File: src/rtl/bp_fe_ras_predecode_if.sv
// bp_fe_ras_predecode_if: fetch-in / RAS-strobe-out bundle between the I-cache side and the predecode stage.
interface bp_fe_ras_predecode_if #(
    parameter int vaddr_width_p = 39,
    parameter int ras_els_p     = 8
);
    localparam int depth_w_lp = $clog2(ras_els_p + 1);
    logic                     redirect_i;
    logic                     fetch_v_i;
    logic                     fetch_ready_o;
    logic [vaddr_width_p-1:0] fetch_pc_i;
    logic [31:0]              fetch_instr_i;
    logic                     is_call_o;
    logic                     ovr_ret_o;
    logic [vaddr_width_p-1:0] return_addr_o;
    logic                     ret_pred_v_o;
    logic [depth_w_lp-1:0]    depth_o;
    modport slave (
        input  redirect_i, fetch_v_i, fetch_pc_i, fetch_instr_i,
        output fetch_ready_o, is_call_o, ovr_ret_o, return_addr_o, ret_pred_v_o, depth_o
    );
    modport master (
        output redirect_i, fetch_v_i, fetch_pc_i, fetch_instr_i,
        input  fetch_ready_o, is_call_o, ovr_ret_o, return_addr_o, ret_pred_v_o, depth_o
    );
endinterface

File: src/rtl/bp_fe_ras_predecode.sv
// bp_fe_ras_predecode: classifies fetched JAL/JALR by link registers, drives registered RAS push/pop
// strobes with pc+4 and tracks saturating RAS occupancy.
module bp_fe_ras_predecode #(
    parameter int vaddr_width_p = 39,
    parameter int ras_els_p     = 8,
    localparam int dw_lp        = $clog2(ras_els_p + 1)
) (
    input  logic                 clk_i,
    input  logic                 reset_i,
    bp_fe_ras_predecode_if.slave fe
);
    typedef enum logic {NORM, POP2PUSH} state_e;
    state_e                   state_q, state_d;
    logic                     is_call_q, is_call_d, ovr_ret_q, ovr_ret_d, ret_pred_v_q, ret_pred_v_d;
    logic [vaddr_width_p-1:0] ret_addr_q, ret_addr_d;
    logic [dw_lp-1:0]         depth_q, depth_d;
    logic [6:0]               opc;
    logic [4:0]               rd, rs1;
    logic                     jal, jalr, lrd, lrs1, push, pop, p2p, accept;
    assign opc    = fe.fetch_instr_i[6:0];
    assign rd     = fe.fetch_instr_i[11:7];
    assign rs1    = fe.fetch_instr_i[19:15];
    assign jal    = opc == 7'b1101111;
    assign jalr   = opc == 7'b1100111 && fe.fetch_instr_i[14:12] == 3'b000;
    assign lrd    = rd == 5'd1 || rd == 5'd5;
    assign lrs1   = rs1 == 5'd1 || rs1 == 5'd5;
    assign push   = (jal || jalr) && lrd;
    assign pop    = jalr && !lrd && lrs1;
    assign p2p    = jalr && lrd && lrs1 && rd != rs1;
    assign fe.fetch_ready_o = state_q == NORM && !reset_i && !fe.redirect_i;
    assign accept = fe.fetch_v_i && fe.fetch_ready_o;
    always_comb begin
        is_call_d  = 1'b0;
        ovr_ret_d  = 1'b0;
        state_d    = NORM;
        ret_addr_d = ret_addr_q;
        // Redirect suppresses both a new decode and the deferred push half of POP2PUSH.
        if (!fe.redirect_i && state_q == POP2PUSH) begin
            is_call_d = 1'b1;
        end else if (!fe.redirect_i && accept) begin
            is_call_d  = push && !p2p;
            ovr_ret_d  = pop || p2p;
            state_d    = p2p ? POP2PUSH : NORM;
            ret_addr_d = fe.fetch_pc_i + vaddr_width_p'(4);
        end
        ret_pred_v_d = ovr_ret_d && depth_q != '0;
        depth_d = is_call_d ? (depth_q == dw_lp'(ras_els_p) ? depth_q : depth_q + dw_lp'(1))
                : ovr_ret_d ? (depth_q == '0 ? depth_q : depth_q - dw_lp'(1))
                : depth_q;
    end
    always_ff @(posedge clk_i) begin
        if (reset_i) begin
            state_q      <= NORM;
            is_call_q    <= 1'b0;
            ovr_ret_q    <= 1'b0;
            ret_pred_v_q <= 1'b0;
            ret_addr_q   <= '0;
            depth_q      <= '0;
        end else begin
            state_q      <= state_d;
            is_call_q    <= is_call_d;
            ovr_ret_q    <= ovr_ret_d;
            ret_pred_v_q <= ret_pred_v_d;
            ret_addr_q   <= ret_addr_d;
            depth_q      <= depth_d;
        end
    end
    assign fe.is_call_o     = is_call_q;
    assign fe.ovr_ret_o     = ovr_ret_q;
    assign fe.ret_pred_v_o  = ret_pred_v_q;
    assign fe.return_addr_o = ret_addr_q;
    assign fe.depth_o       = depth_q;
endmodule

File: src/flat_wrapper.sv
// flat-port wrapper written by rule: the top's interface ports become plain ports
module bp_fe_ras_predecode_flat 
#(
    parameter int vaddr_width_p = 39,
    parameter int ras_els_p     = 8,
    localparam int dw_lp        = $clog2(ras_els_p + 1)
)
  (clk_i, reset_i, fe_redirect_i, fe_fetch_v_i, fe_fetch_pc_i, fe_fetch_instr_i, fe_fetch_ready_o, fe_is_call_o, fe_ovr_ret_o, fe_return_addr_o, fe_ret_pred_v_o, fe_depth_o);
  bp_fe_ras_predecode_if #(.vaddr_width_p(vaddr_width_p), .ras_els_p(ras_els_p)) fe_i ();
  input  logic clk_i;
  input  logic reset_i;
  input wire logic [$bits(fe_i.redirect_i)-1:0] fe_redirect_i;
  input wire logic [$bits(fe_i.fetch_v_i)-1:0] fe_fetch_v_i;
  input wire logic [$bits(fe_i.fetch_pc_i)-1:0] fe_fetch_pc_i;
  input wire logic [$bits(fe_i.fetch_instr_i)-1:0] fe_fetch_instr_i;
  output wire logic [$bits(fe_i.fetch_ready_o)-1:0] fe_fetch_ready_o;
  output wire logic [$bits(fe_i.is_call_o)-1:0] fe_is_call_o;
  output wire logic [$bits(fe_i.ovr_ret_o)-1:0] fe_ovr_ret_o;
  output wire logic [$bits(fe_i.return_addr_o)-1:0] fe_return_addr_o;
  output wire logic [$bits(fe_i.ret_pred_v_o)-1:0] fe_ret_pred_v_o;
  output wire logic [$bits(fe_i.depth_o)-1:0] fe_depth_o;
  assign fe_i.redirect_i = fe_redirect_i;
  assign fe_i.fetch_v_i = fe_fetch_v_i;
  assign fe_i.fetch_pc_i = fe_fetch_pc_i;
  assign fe_i.fetch_instr_i = fe_fetch_instr_i;
  assign fe_fetch_ready_o = fe_i.fetch_ready_o;
  assign fe_is_call_o = fe_i.is_call_o;
  assign fe_ovr_ret_o = fe_i.ovr_ret_o;
  assign fe_return_addr_o = fe_i.return_addr_o;
  assign fe_ret_pred_v_o = fe_i.ret_pred_v_o;
  assign fe_depth_o = fe_i.depth_o;
  bp_fe_ras_predecode #(.vaddr_width_p(vaddr_width_p), .ras_els_p(ras_els_p)) u_core (.clk_i(clk_i), .reset_i(reset_i), .fe(fe_i));
endmodule
File: config.mk
export PLATFORM = sky130hd
export DESIGN_NAME = bp_fe_ras_predecode_flat
export DESIGN_NICKNAME = d
export VERILOG_FILES = /design/src/rtl/bp_fe_ras_predecode_if.sv /design/src/rtl/bp_fe_ras_predecode.sv /design/src/flat_wrapper.sv
export SDC_FILE = /design/constraint.sdc
export NUM_CORES = 1
export LEC_CHECK = 0
export ABC_AREA = 1
export ABC_CLOCK_PERIOD_IN_PS = 4800
export BUFFER_PORTS_ARGS = -buffer_cell sky130_fd_sc_hd__buf_2
export CORE_MARGIN = 2
export CORE_UTILIZATION = 32
export DETAILED_ROUTE_END_ITERATION = 7
export RECOVER_POWER = 100
export SLEW_MARGIN = 30
export SYNTH_ARGS = -nofsm -noshare
export SYNTH_HDL_FRONTEND = slang
export SYNTH_SLANG_ARGS = --single-unit
export TNS_END_PERCENT = 100
File: constraint.sdc
create_clock -name clk_i -period 4.8 [get_ports clk_i]
set_input_delay 0 -clock clk_i [delete_from_list [all_inputs] [get_ports clk_i]]
set_output_delay 0 -clock clk_i [all_outputs]
set_load 0.05 [all_outputs]
==> run metrics, run 1 <==
fin area=3930 um^2; top cells by count, synth=nand2_1, inv_1, dfxtp_1; Die X=roughly 100 um; synthesized area per cell=6.56 um^2; crit path launch type=input pin; top cells by area, synth=dfxtp_1, nand2_1, inv_1; Placement Cell Area=3820 um^2; Critical Path End Type=register; first-pass GRT wire length=13,600 um; Area Overhead vs Synth=24.9%; Layout Cells excl Fill=between 700 and 800; DR WL/cell=about 12 um; slowest CP cell=dlygate4sd3_1; total number of vias=approximately 3,300; DRC=0; # setup viols final=0; number of global-route vias before repair=3,014; iteration count of the initial detailed-routing pass=4; Top Ports=roughly 120; TritonCTS Buffers=5; final core utilization=40.8%; CTS root buffer=clkbuf_8; CTS tree=done; switching power share of the total=32.6%; antenna cells=0; min cycle time layout=about 3500 ps; total track usage=between 15 and 20%; Die ar.=roughly 11,000 um^2; cell repeated most along the worst path=nand2_1; CP peak stage delay=540 ps; Clk network pwr share=about a third; core footprint=just under 10,000 um^2; period utilization=roughly three quarters; Worst Path Max Fanout=44; count leader, synth=nand2_1; antenna-violating nets left=0; detailed-route wire length=between 8000 and 9000 um; FP Rows=36; Worst EP required=approximately 5000 ps; Post-synth EDFFs=0; RePlAce Congestion=0.883; Gates resized, CTS repair=0; TritonCTS Sinks=47; fraction of registers with async set/reset=0%; worst hold slack=between 6 and 7 ps; H-tree level count=2; Post-CTS Setup Repair Bufs=0; placed insts=approximately 710; Clock transition at path regs=about 90 ps; Clk Latency, worst-skew pair=~300 ps; run status=finished, violations left; Final Max Slew Viols=57; worst path cell trace=dlygate4sd3_1 -> clkbuf_1 -> clkinv_1 -> buf_4 -> nand3_1 -> nor2_4 -> nand2_1 -> a21oi_1 -> nand2_2 -> nand2_1 -> clkinvlp_2 -> ha_1 -> nand2_1 -> nor2_1 -> a211oi_1 -> nand3_1 -> nand2_1 -> nand3_1 -> nand2_1 -> nor2_1; Starting Density=between 30% and 40%; sequential area share after synthesis=~30%; Logic pwr share=between 20% and 30%; Leak Pwr=between 1.5 and 2 nW; Synth Register Bits=between 40 and 50; Synth Flop Type=dfxtp_1; post-synth cell types=between 40 and 50; hold_buf cts=8; kind of critical path=in2reg; YS warnings=0; max-cap violation count=1; Clock Skew=approximately 11 ps; DP HPWL=7000 um; port bufs=109; Int Pwr=644 uW; failing checks=max-capacitance violations, max-slew violations; crit path DAT=around 3800 ps; Die Height=between 100 and 150 um; Synth top area share=about 30%; maximum vdd drop=0.000117 V; setup_tns=0 ps; Slew @ Worst Pin=2100 ps; Max-Slew Margin vs Limit=-39.9%; post-synth top area cell=dfxtp_1; fillers=roughly 1,100; Nets=673; Pwr Density=around 240 nW/um^2; Synth Net Count=~560; clock buffer depth=2; largest net degree at the start of global routing=57; Hold Path Class=in2reg; total gr overflow=0; sequential group share of total power=roughly 44%; maximum clock rate=between 200 and 300 MHz; Initial DRC Count=~110; layout cells sized above 1=18.0%; RSZ-0062 raised after global routing=false; vias per inst=between 4 and 5; Syn Inst Count=480; Hold Fails Final Rpt=0; P_sw=slightly above 300 uW; antenna violations before repair=0; Cell Area, Synth=about 3100 um^2
power by group through the flow:
stage / logic [mW] / registers (mW) / clock network (mW)
2_1_floorplan: 0.0803 / 0.506 / 0
3_3_place_gp: 0.230 / 0.430 / 0
5_1_grt: 0.253 / 0.424 / 0.324
4_1_cts: 0.239 / 0.422 / 0.315
6_report: 0.230 / 0.422 / 0.303
3_5_place_dp: 0.233 / 0.431 / 0
final cells by class:
type	instances	area, um^2	area share (%)
clock buffers	6	82.6	2.10
multi-input cells	350	1860	47.3
flip-flops and latches	47	941	23.9
repair buffers	119	578	14.7
well taps	133	166	4.23
clock inverters	2	35.0	0.891
inverters	71	268	6.81
critical path, delay by kind of cell:
family / cells / cell delay (ps)
buf+inv: 5 / 1350
fa+ha+maj: 1 / 380
simple gates: 12 / 1580
compound gates: 2 / 430
final timing paths:
| path | startpoint | to | slack, ps | cells after the start |
|---|---|---|---|---|
| worst max-delay path | reset_i | u_core.fe.depth_o[3] | 1250 | 20 |
| worst min-delay path | fe_fetch_pc_i[16] | u_core.fe.return_addr_o[16] | 6 | 3 |
| worst min register to register | u_core.fe.return_addr_o[10] | u_core.fe.return_addr_o[10] | 480 | 2 |
| worst max register to register | u_core.state_q | u_core.fe.depth_o[3] | 1790 | 17 |
through the flow:
step,setup slack (ps),total power [mW]
after floorplan,2720,0.586
after global routing,880,1.00
after detailed placement,1880,0.663
after CTS,1660,0.975
after global placement,1930,0.661
final,1250,0.955
placed cells by master (no fill, tap or decap), types with 3 or more instances in the layout:
cell and n:
dlygate4sd3_1 8, nor3_2 3, xor2_1 12, ha_1 3
a21oi_1 6, o21ai_0 30, nand4_1 8, nand2_4 3
clkbuf_8 6, nor4_1 6, inv_2 5, clkbuf_1 48
o31ai_1 3, xnor2_1 12, nand2_2 8, nand2_1 130
nand3_1 40, a31oi_1 4, buf_2 62, nor3_1 14
inv_1 64, dfxtp_1 47, nor2_1 41, nor2_4 7
layer usage:
layer	track usage, %	vias up	part of all wire (%)
met2	29.2	84	48
met4	4.25	0	1.8
met5	0	-	0
met3	2.49	12	4.5
met1	20.2	1436	46
li1	-	1753	-
state kept, by name, summed over array words and instances (netlist names):
name / count
u_core.fe.depth_o: 4
u_core.fe.is_call_o: 1
u_core.state_q: 1
u_core.fe.ovr_ret_o: 1
u_core.fe.return_addr_o: 39
u_core.fe.ret_pred_v_o: 1
cell families (layout without fill, tap and decap cells):
| family | count (synthesis) | after routing | synth area share (%) |
|---|---|---|---|
| DFF | 47 | 47 | 29.9 |
| AOI/OAI and AO/OA | 48 | 48 | 8.43 |
| buffers and inverters | 83 | 198 | 10.2 |
| adders and majority gates | 4 | 4 | 1.83 |
| muxes | 2 | 2 | 0.636 |
| and+or+nand+nor | 272 | 272 | 42.3 |
| xor gates and xnor gates | 24 | 24 | 6.68 |
No activity file was read; power rests on OpenSTA's default activity.
==> inputs of run 2 (changes only) <==
- ABC_AREA: 1 -> 0
- ABC_CLOCK_PERIOD_IN_PS: 4800 -> 3000
- clock period: 4.8 -> 3 ns (I/O delays scaled with it)
==> run metrics, run 2 <==
Hold Fails Final Rpt=1 (+1); Synth Area in Adders=2.21% (+0.38 points); top cells by count, synth=nand3_1, dfxtp_1, o21ai_0; placed insts=512 (-28%); commonest non-fill, non-tap cell in the layout=buf_2; CTS tree=done; post-place setup slack=272 ps (-1610 ps); setup ws final=245 ps (-1010 ps); Area Overhead vs Synth=30.9%; crit path launch type=register; TritonCTS Buffers=5 (unchanged); cell depth of the worst setup path=10 (-50%); min cycle time layout=around 2800 ps; busiest metal layer after global routing=met2; Simple-Gate Fraction of Synth Area=30.4% (-12 points); Hold Path Class=in2reg; worst hold path endpoint=u_core.fe.return_addr_o[15]; top cells by area, synth=dfxtp_1, nand3_1, xor2_1; Cell Area, Synth=2610 um^2 (-17%); Starting Density=33.4% (+0.72 points); R2R Path Start=u_core.state_q; worst hold slack=-1.60 ps (-7.92 ps); maximum clock rate=between 300 and 400 MHz; fraction of registers with async set/reset=0% (unchanged); antenna violations before repair=0 (unchanged); maximum vdd drop=0.000179 V (+53%); iteration count of the initial detailed-routing pass=4 (unchanged); Worst Path Max Fanout=4 (-91%); TritonCTS Sinks=47 (unchanged); cell repeated most along the worst path=nand2_1; antenna cells=0 (unchanged); Clock transition at path regs=100 ps (about the same); slowest CP cell=or4b_1; Pwr Density=399 nW/um^2 (+64%); detailed-route wire length=7610 um (-12%); crit path DAT=2950 ps (-800 ps); Post-synth EDFFs=0 (unchanged); DR WL/cell=14.2 um (+19%); Clk Latency, worst-skew pair=310 ps (about the same); vias per inst=4.94 (+9.5%); setup_tns=0 ps (unchanged); total gr overflow=0 (unchanged); Placement Cell Area=3260 um^2 (-15%); largest net degree at the start of global routing=70 (+23%); Die X=94.2 um (-8.7%); Synth Register Bits=47 (unchanged); clock buffer depth=2 (unchanged); largest family of logic cells by synthesized area=simple AND/OR/NAND/NOR gates; Synth Area in Compound Gates=13.2% (+4.8 points); Worst Hold Depth=3 (unchanged); failing checks=negative hold slack; Max-Slew Margin vs Limit=25.1% (+65 points); antenna-violating nets left=0 (unchanged); DRC=0 (unchanged); port bufs=109 (unchanged); YS warnings=0 (unchanged); total track usage=17.2% (+1.0 points); DP HPWL=5520 um (-21%); Clock Skew=12.4 ps (+1.06 ps); fin area=3410 um^2 (-13%); Worst EP required=3190 ps (-1820 ps); max reg flops=39 (unchanged); synthesized area per cell=8.35 um^2 (+27%); H-tree level count=2 (unchanged); cell family with most CP delay=simple AND/OR/NAND/NOR gates; run status=finished, violations left; mux contribution to synthesized area=0.384% (-0.25 points); path depth of the worst reg2reg path=10 (-7); max-cap violation count=0 (-1); CP peak stage delay=550 ps (about the same); worst reg-to-reg setup slack=240 ps (-1550 ps); first-pass GRT wire length=12,100 um (-11%); FF-to-FF End=u_core.fe.depth_o[3]; layout cells sized above 1=19.0% (+1.0 points); Syn Inst Count=312 (-35%); Final Max Slew Viols=0 (-100%); Top Ports=122 (unchanged); Slew @ Worst Pin=1120 ps (-975 ps); # setup viols final=0 (unchanged); period utilization=roughly nine tenths; total number of vias=2,638 (-20%); worst path bufs/invs=0 (-5); kind of critical path=reg2reg; CTS root buffer=clkbuf_8; M1 GR Usage=23.4% (+3.1 points); Initial DRC Count=102 (-8.1%); sequential area share after synthesis=36.1% (+6.2 points); Synth Flop Type=dfxtp_1; FP Rows=32 (-11%); Critical Path End Type=register; post-synth cell types=44 (+7.3%); Hold Path Origin=fe_fetch_pc_i[15]; RePlAce Congestion=0.846 (-4.2%); Die Height=94.2 um (-8.7%); met3 Use GR=2.73% (+0.24 points); Synth Net Count=391 (-30%); Die ar.=8880 um^2 (-17%); core footprint=7810 um^2 (-19%); Nets=510 (-24%); xor/xnor cell area share of the yosys netlist=13.4% (+6.8 points); Leak Pwr=1.25 nW (-35%); count leader, synth=nand3_1; commonest non-fill, non-tap cells in the layout=buf_2, nand3_1, clkbuf_1, dfxtp_1, o21ai_0; number of global-route vias before repair=2,472 (-18%); worst path cell trace=or4b_1 -> or3_4 -> o21ai_2 -> nand2_1 -> ha_1 -> a21o_1 -> a21oi_1 -> nand2_1 -> mux2i_1 -> nor4b_2; RSZ-0062 raised after global routing=false; Synth top area share=36.1% (+6.2 points); Layout Cells excl Fill=534 (-27%); post-synth top area cell=dfxtp_1; M2 GR Usage=28.0% (-1.2 points)
==> run 2: cell count changes after synthesis, sizes merged, moves of 8 or more <==
cell    delta
xor2      +13
clkbuf     +8
inv       -65
nor2      -45
nand3      +9
nand2    -123
nor3      -15
nand4     +11
==> run 2: tightest hold or removal path, cell delays in order <==
cell	delay (ps)
buf_2	100
xor2_1	60
o21ai_0	120
==> run 2: worst max path at each step <==
stage / from / end / slack (ps)
after CTS: u_core.state_q / u_core.fe.depth_o[3] / 250
after global routing: u_core.state_q / u_core.fe.depth_o[3] / 70
final: u_core.state_q / u_core.fe.depth_o[3] / 240
after detailed placement: u_core.state_q / u_core.fe.depth_o[3] / 270
after global placement: u_core.state_q / u_core.fe.depth_o[3] / 360
after floorplan: u_core.state_q / u_core.fe.depth_o[3] / 160
==> run 2: kinds of logic after synthesis <==
family	after synthesis
DFF	47
and+or+nand+nor	138
adders and majority gates	4
buffers and inverters	25
xor gates and xnor gates	40
muxes	1
AOI/OAI and AO/OA	57
==> run 2: metrics by stage <==
| stage | total power, mW | utilization (%) |
|---|---|---|
| 2_1_floorplan | 0.873 | - |
| 3_3_place_gp | 0.978 | 41.7 |
| 3_5_place_dp | 0.981 | 41.7 |
| 4_1_cts | 1.39 | 44.6 |
| 5_1_grt | 1.43 | 43.7 |
| 6_report | 1.36 | 43.7 |
==> run 2: power by group <==
group | total, mW | internal (mW) | switching, mW
sequential | 0.668 | 0.653 | 0.0146
combinational | 0.303 | 0.0916 | 0.211
clock | 0.392 | 0.163 | 0.229
==> run 2: per-layer routing <==
| metal | vias up | share of wire, % |
|---|---|---|
| met5 | - | 0 |
| met3 | 8 | 3.8 |
| met1 | 1204 | 47 |
| met2 | 53 | 47 |
| met4 | 0 | 1.6 |
| li1 | 1373 | - |
==> run 2: cell type report <==
cell class                      count  area [um^2]
Fill cell                         838         4400
Multi-Input combinational cell    240         1550
Sequential cell                    47          941
Timing Repair Buffer              130          673
Tap cell                          102          128
Clock buffer                        5         68.8
Inverter                            7         27.5
Clock inverter                      3         20.0
==> run 2: what timing repair did <==
| item | in CTS | in global routing |
|---|---|---|
| setup buffers | 0 | 0 |
| hold buffers | 14 | 0 |
| hold endpoints to repair | 13 | 0 |
| setup endpoints to repair | 0 | 1 |
| resized for setup | 0 | 1 |
==> inputs of run 3 (changes only) <==
- CORE_UTILIZATION: 32 -> 42
- PLACE_DENSITY: default -> 0.76
==> run metrics, run 3 (synthesis results as in run 2) <==
run status=complete, no violations; kind of critical path=reg2reg; detailed-route wire length=7200 um (-5.3%); Die X=82.8 um (-12%); Clk Latency, worst-skew pair=300 ps (about the same); final core utilization=56.7% (+13 points); Clk network pwr share=33.2% (+4.4 points); CTS tree=done; period utilization=92.5% (+0.66 points); crit path launch type=register; Worst Path Max Fanout=4 (unchanged); fillers=606 (-28%); top layer used by detailed routing=met4; DRC=0 (unchanged); Nets=508 (-0.39%); Die ar.=6850 um^2 (-23%); crit path DAT=2960 ps (about the same); iteration count of the initial detailed-routing pass=4 (unchanged); clock buffer depth=2 (unchanged); Clock transition at path regs=80 ps (-20 ps); Logic pwr share=20.7% (-1.5 points); Clock Skew=9.84 ps (-2.56 ps); Leak Pwr=1.26 nW (+1.1%); first-pass GRT wire length=11,200 um (-7.4%); met2 WL post-DR=3490 um (-2.5%); Pwr Density=428 nW/um^2 (+7.2%); worst hold path endpoint=u_core.fe.return_addr_o[37]; Die Height=82.8 um (-12%); Int Pwr=1.01 mW (+12%); core footprint=5960 um^2 (-24%); Top Ports=122 (unchanged); commonest non-fill, non-tap cell in the layout=buf_2; routed wl met3=305 um (+5.9%); worst reg-to-reg setup slack=230 ps (-20 ps); Worst EP required=3180 ps (about the same); FP Rows=28 (-13%); vias per inst=5.29 (+7.0%); total number of vias=2,669 (+1.2%); met1 wire length=3300 um (-8.6%); fin area=3380 um^2 (-0.95%); maximum vdd drop=0.000229 V (+28%); TritonCTS Buffers=5 (unchanged); FF-to-FF End=u_core.fe.depth_o[3]; number of global-route vias before repair=2,391 (-3.3%); DR WL/cell=14.3 um (+0.11%); commonest non-fill, non-tap cells in the layout=buf_2, nand3_1, clkbuf_1, dfxtp_1, o21ai_0; min cycle time layout=2770 ps (+19.7 ps); H-tree level count=2 (unchanged); total chip power=1.45 mW (+6.2%); port bufs=109 (unchanged); RePlAce Congestion=0.833 (-1.5%); TritonCTS Sinks=47 (unchanged); Hold Path Origin=fe_fetch_pc_i[37]; Initial DRC Count=147 (+44%); Post-CTS Setup Repair Bufs=0 (unchanged); total gr overflow=0 (unchanged); switching power share of the total=30.0% (-3.4 points); RSZ-0062 raised after global routing=false; max reg flops=39 (unchanged); Hold Fails Final Rpt=0 (-1); maximum clock rate=360 MHz (-0.71%); DP HPWL=5320 um (-3.5%); antenna violations before repair=0 (unchanged); worst hold slack=12.2 ps (+13.8 ps); sequential group share of total power=46.2% (-2.8 points); Hold Path Class=in2reg; Worst Hold Depth=3 (unchanged); Starting Density=43.8% (+10 points); antenna cells=0 (unchanged); largest net degree at the start of global routing=70 (unchanged); Slew @ Worst Pin=1160 ps (+32.8 ps); Final Max Slew Viols=0 (unchanged); path depth of the worst reg2reg path=10 (unchanged); antenna-violating nets left=0 (unchanged); Max-Slew Margin vs Limit=22.9% (-2.2 points); CTS root buffer=clkbuf_8; total track usage=21.3% (+4.1 points); layout cells sized above 1=19.3% (+0.32 points); setup_tns=0 ps (unchanged); # setup viols final=0 (unchanged); P_sw=435 uW (-4.5%); Critical Path End Type=register; Area Overhead vs Synth=29.7%; Placement Cell Area=3230 um^2 (-0.81%); R2R Path Start=u_core.state_q; max-cap violation count=0 (unchanged)
## run 3: changes by cell type in the layout (fill, tap and decap cells not counted), sizes merged
cell | before | now
bufinv | 0 | 1
clkinvlp | 3 | 1
buf | 65 | 67
dlygate4sd3 | 14 | 11
## run 3: layer usage
layer / track usage (%) / up-vias
li1: - / 1373
met1: 29.3 / 1218
met2: 34.2 / 70
met3: 3.35 / 8
met4: 6.89 / 0
met5: 0 / -
## run 3: repair_timing
action,CTS,global route
endpoints found under the hold margin,11,0
hold buffers,11,0
resized for setup,0,0
## run 3: worst max path at each step
| stage | from | cells after the start | end |
|---|---|---|---|
| after floorplan | u_core.state_q | 11 | u_core.fe.depth_o[3] |
| after global placement | u_core.state_q | 10 | u_core.fe.depth_o[3] |
| after detailed placement | u_core.state_q | 10 | u_core.fe.depth_o[3] |
| after CTS | u_core.state_q | 10 | u_core.fe.depth_o[3] |
| after global routing | u_core.state_q | 9 | u_core.fe.depth_o[3] |
| final | u_core.state_q | 10 | u_core.fe.depth_o[3] |
## run 3: metrics by stage
stage / setup WS, ps / cells
after floorplan: 158 / 312
after global placement: 369 / 486
after detailed placement: 239 / 486
after CTS: 244 / 505
after global routing: 94.9 / 505
final: 225 / 505
## run 3: critical path: stages (launching register included)
cell and delay, ps:
dfxtp_1 330, or4b_1 540, or3_4 370, o21ai_2 160, nand2_1 150, ha_1 300
a21o_1 180, a21oi_1 270, nand2_1 100, mux2i_1 190, nor4b_2 70
## run 3: layout make-up
cell class / instances / area, um^2 / area share, %
clock buffers: 6 / 82.6 / 2.44
clock inverters: 2 / 35.0 / 1.04
inverters: 7 / 27.5 / 0.815
multi-input cells: 240 / 1550 / 45.8
flip-flops and latches: 47 / 941 / 27.8
well taps: 75 / 93.8 / 2.78
repair buffers: 128 / 652 / 19.3
## run 3: power groups by stage
stage	clock network (mW)	logic, mW	registers [mW]
final	0.480	0.299	0.668
after global routing	0.521	0.324	0.672
after global placement	0	0.294	0.680
after CTS	0.497	0.310	0.667
after floorplan	0	0.0890	0.784
after detailed placement	0	0.298	0.681
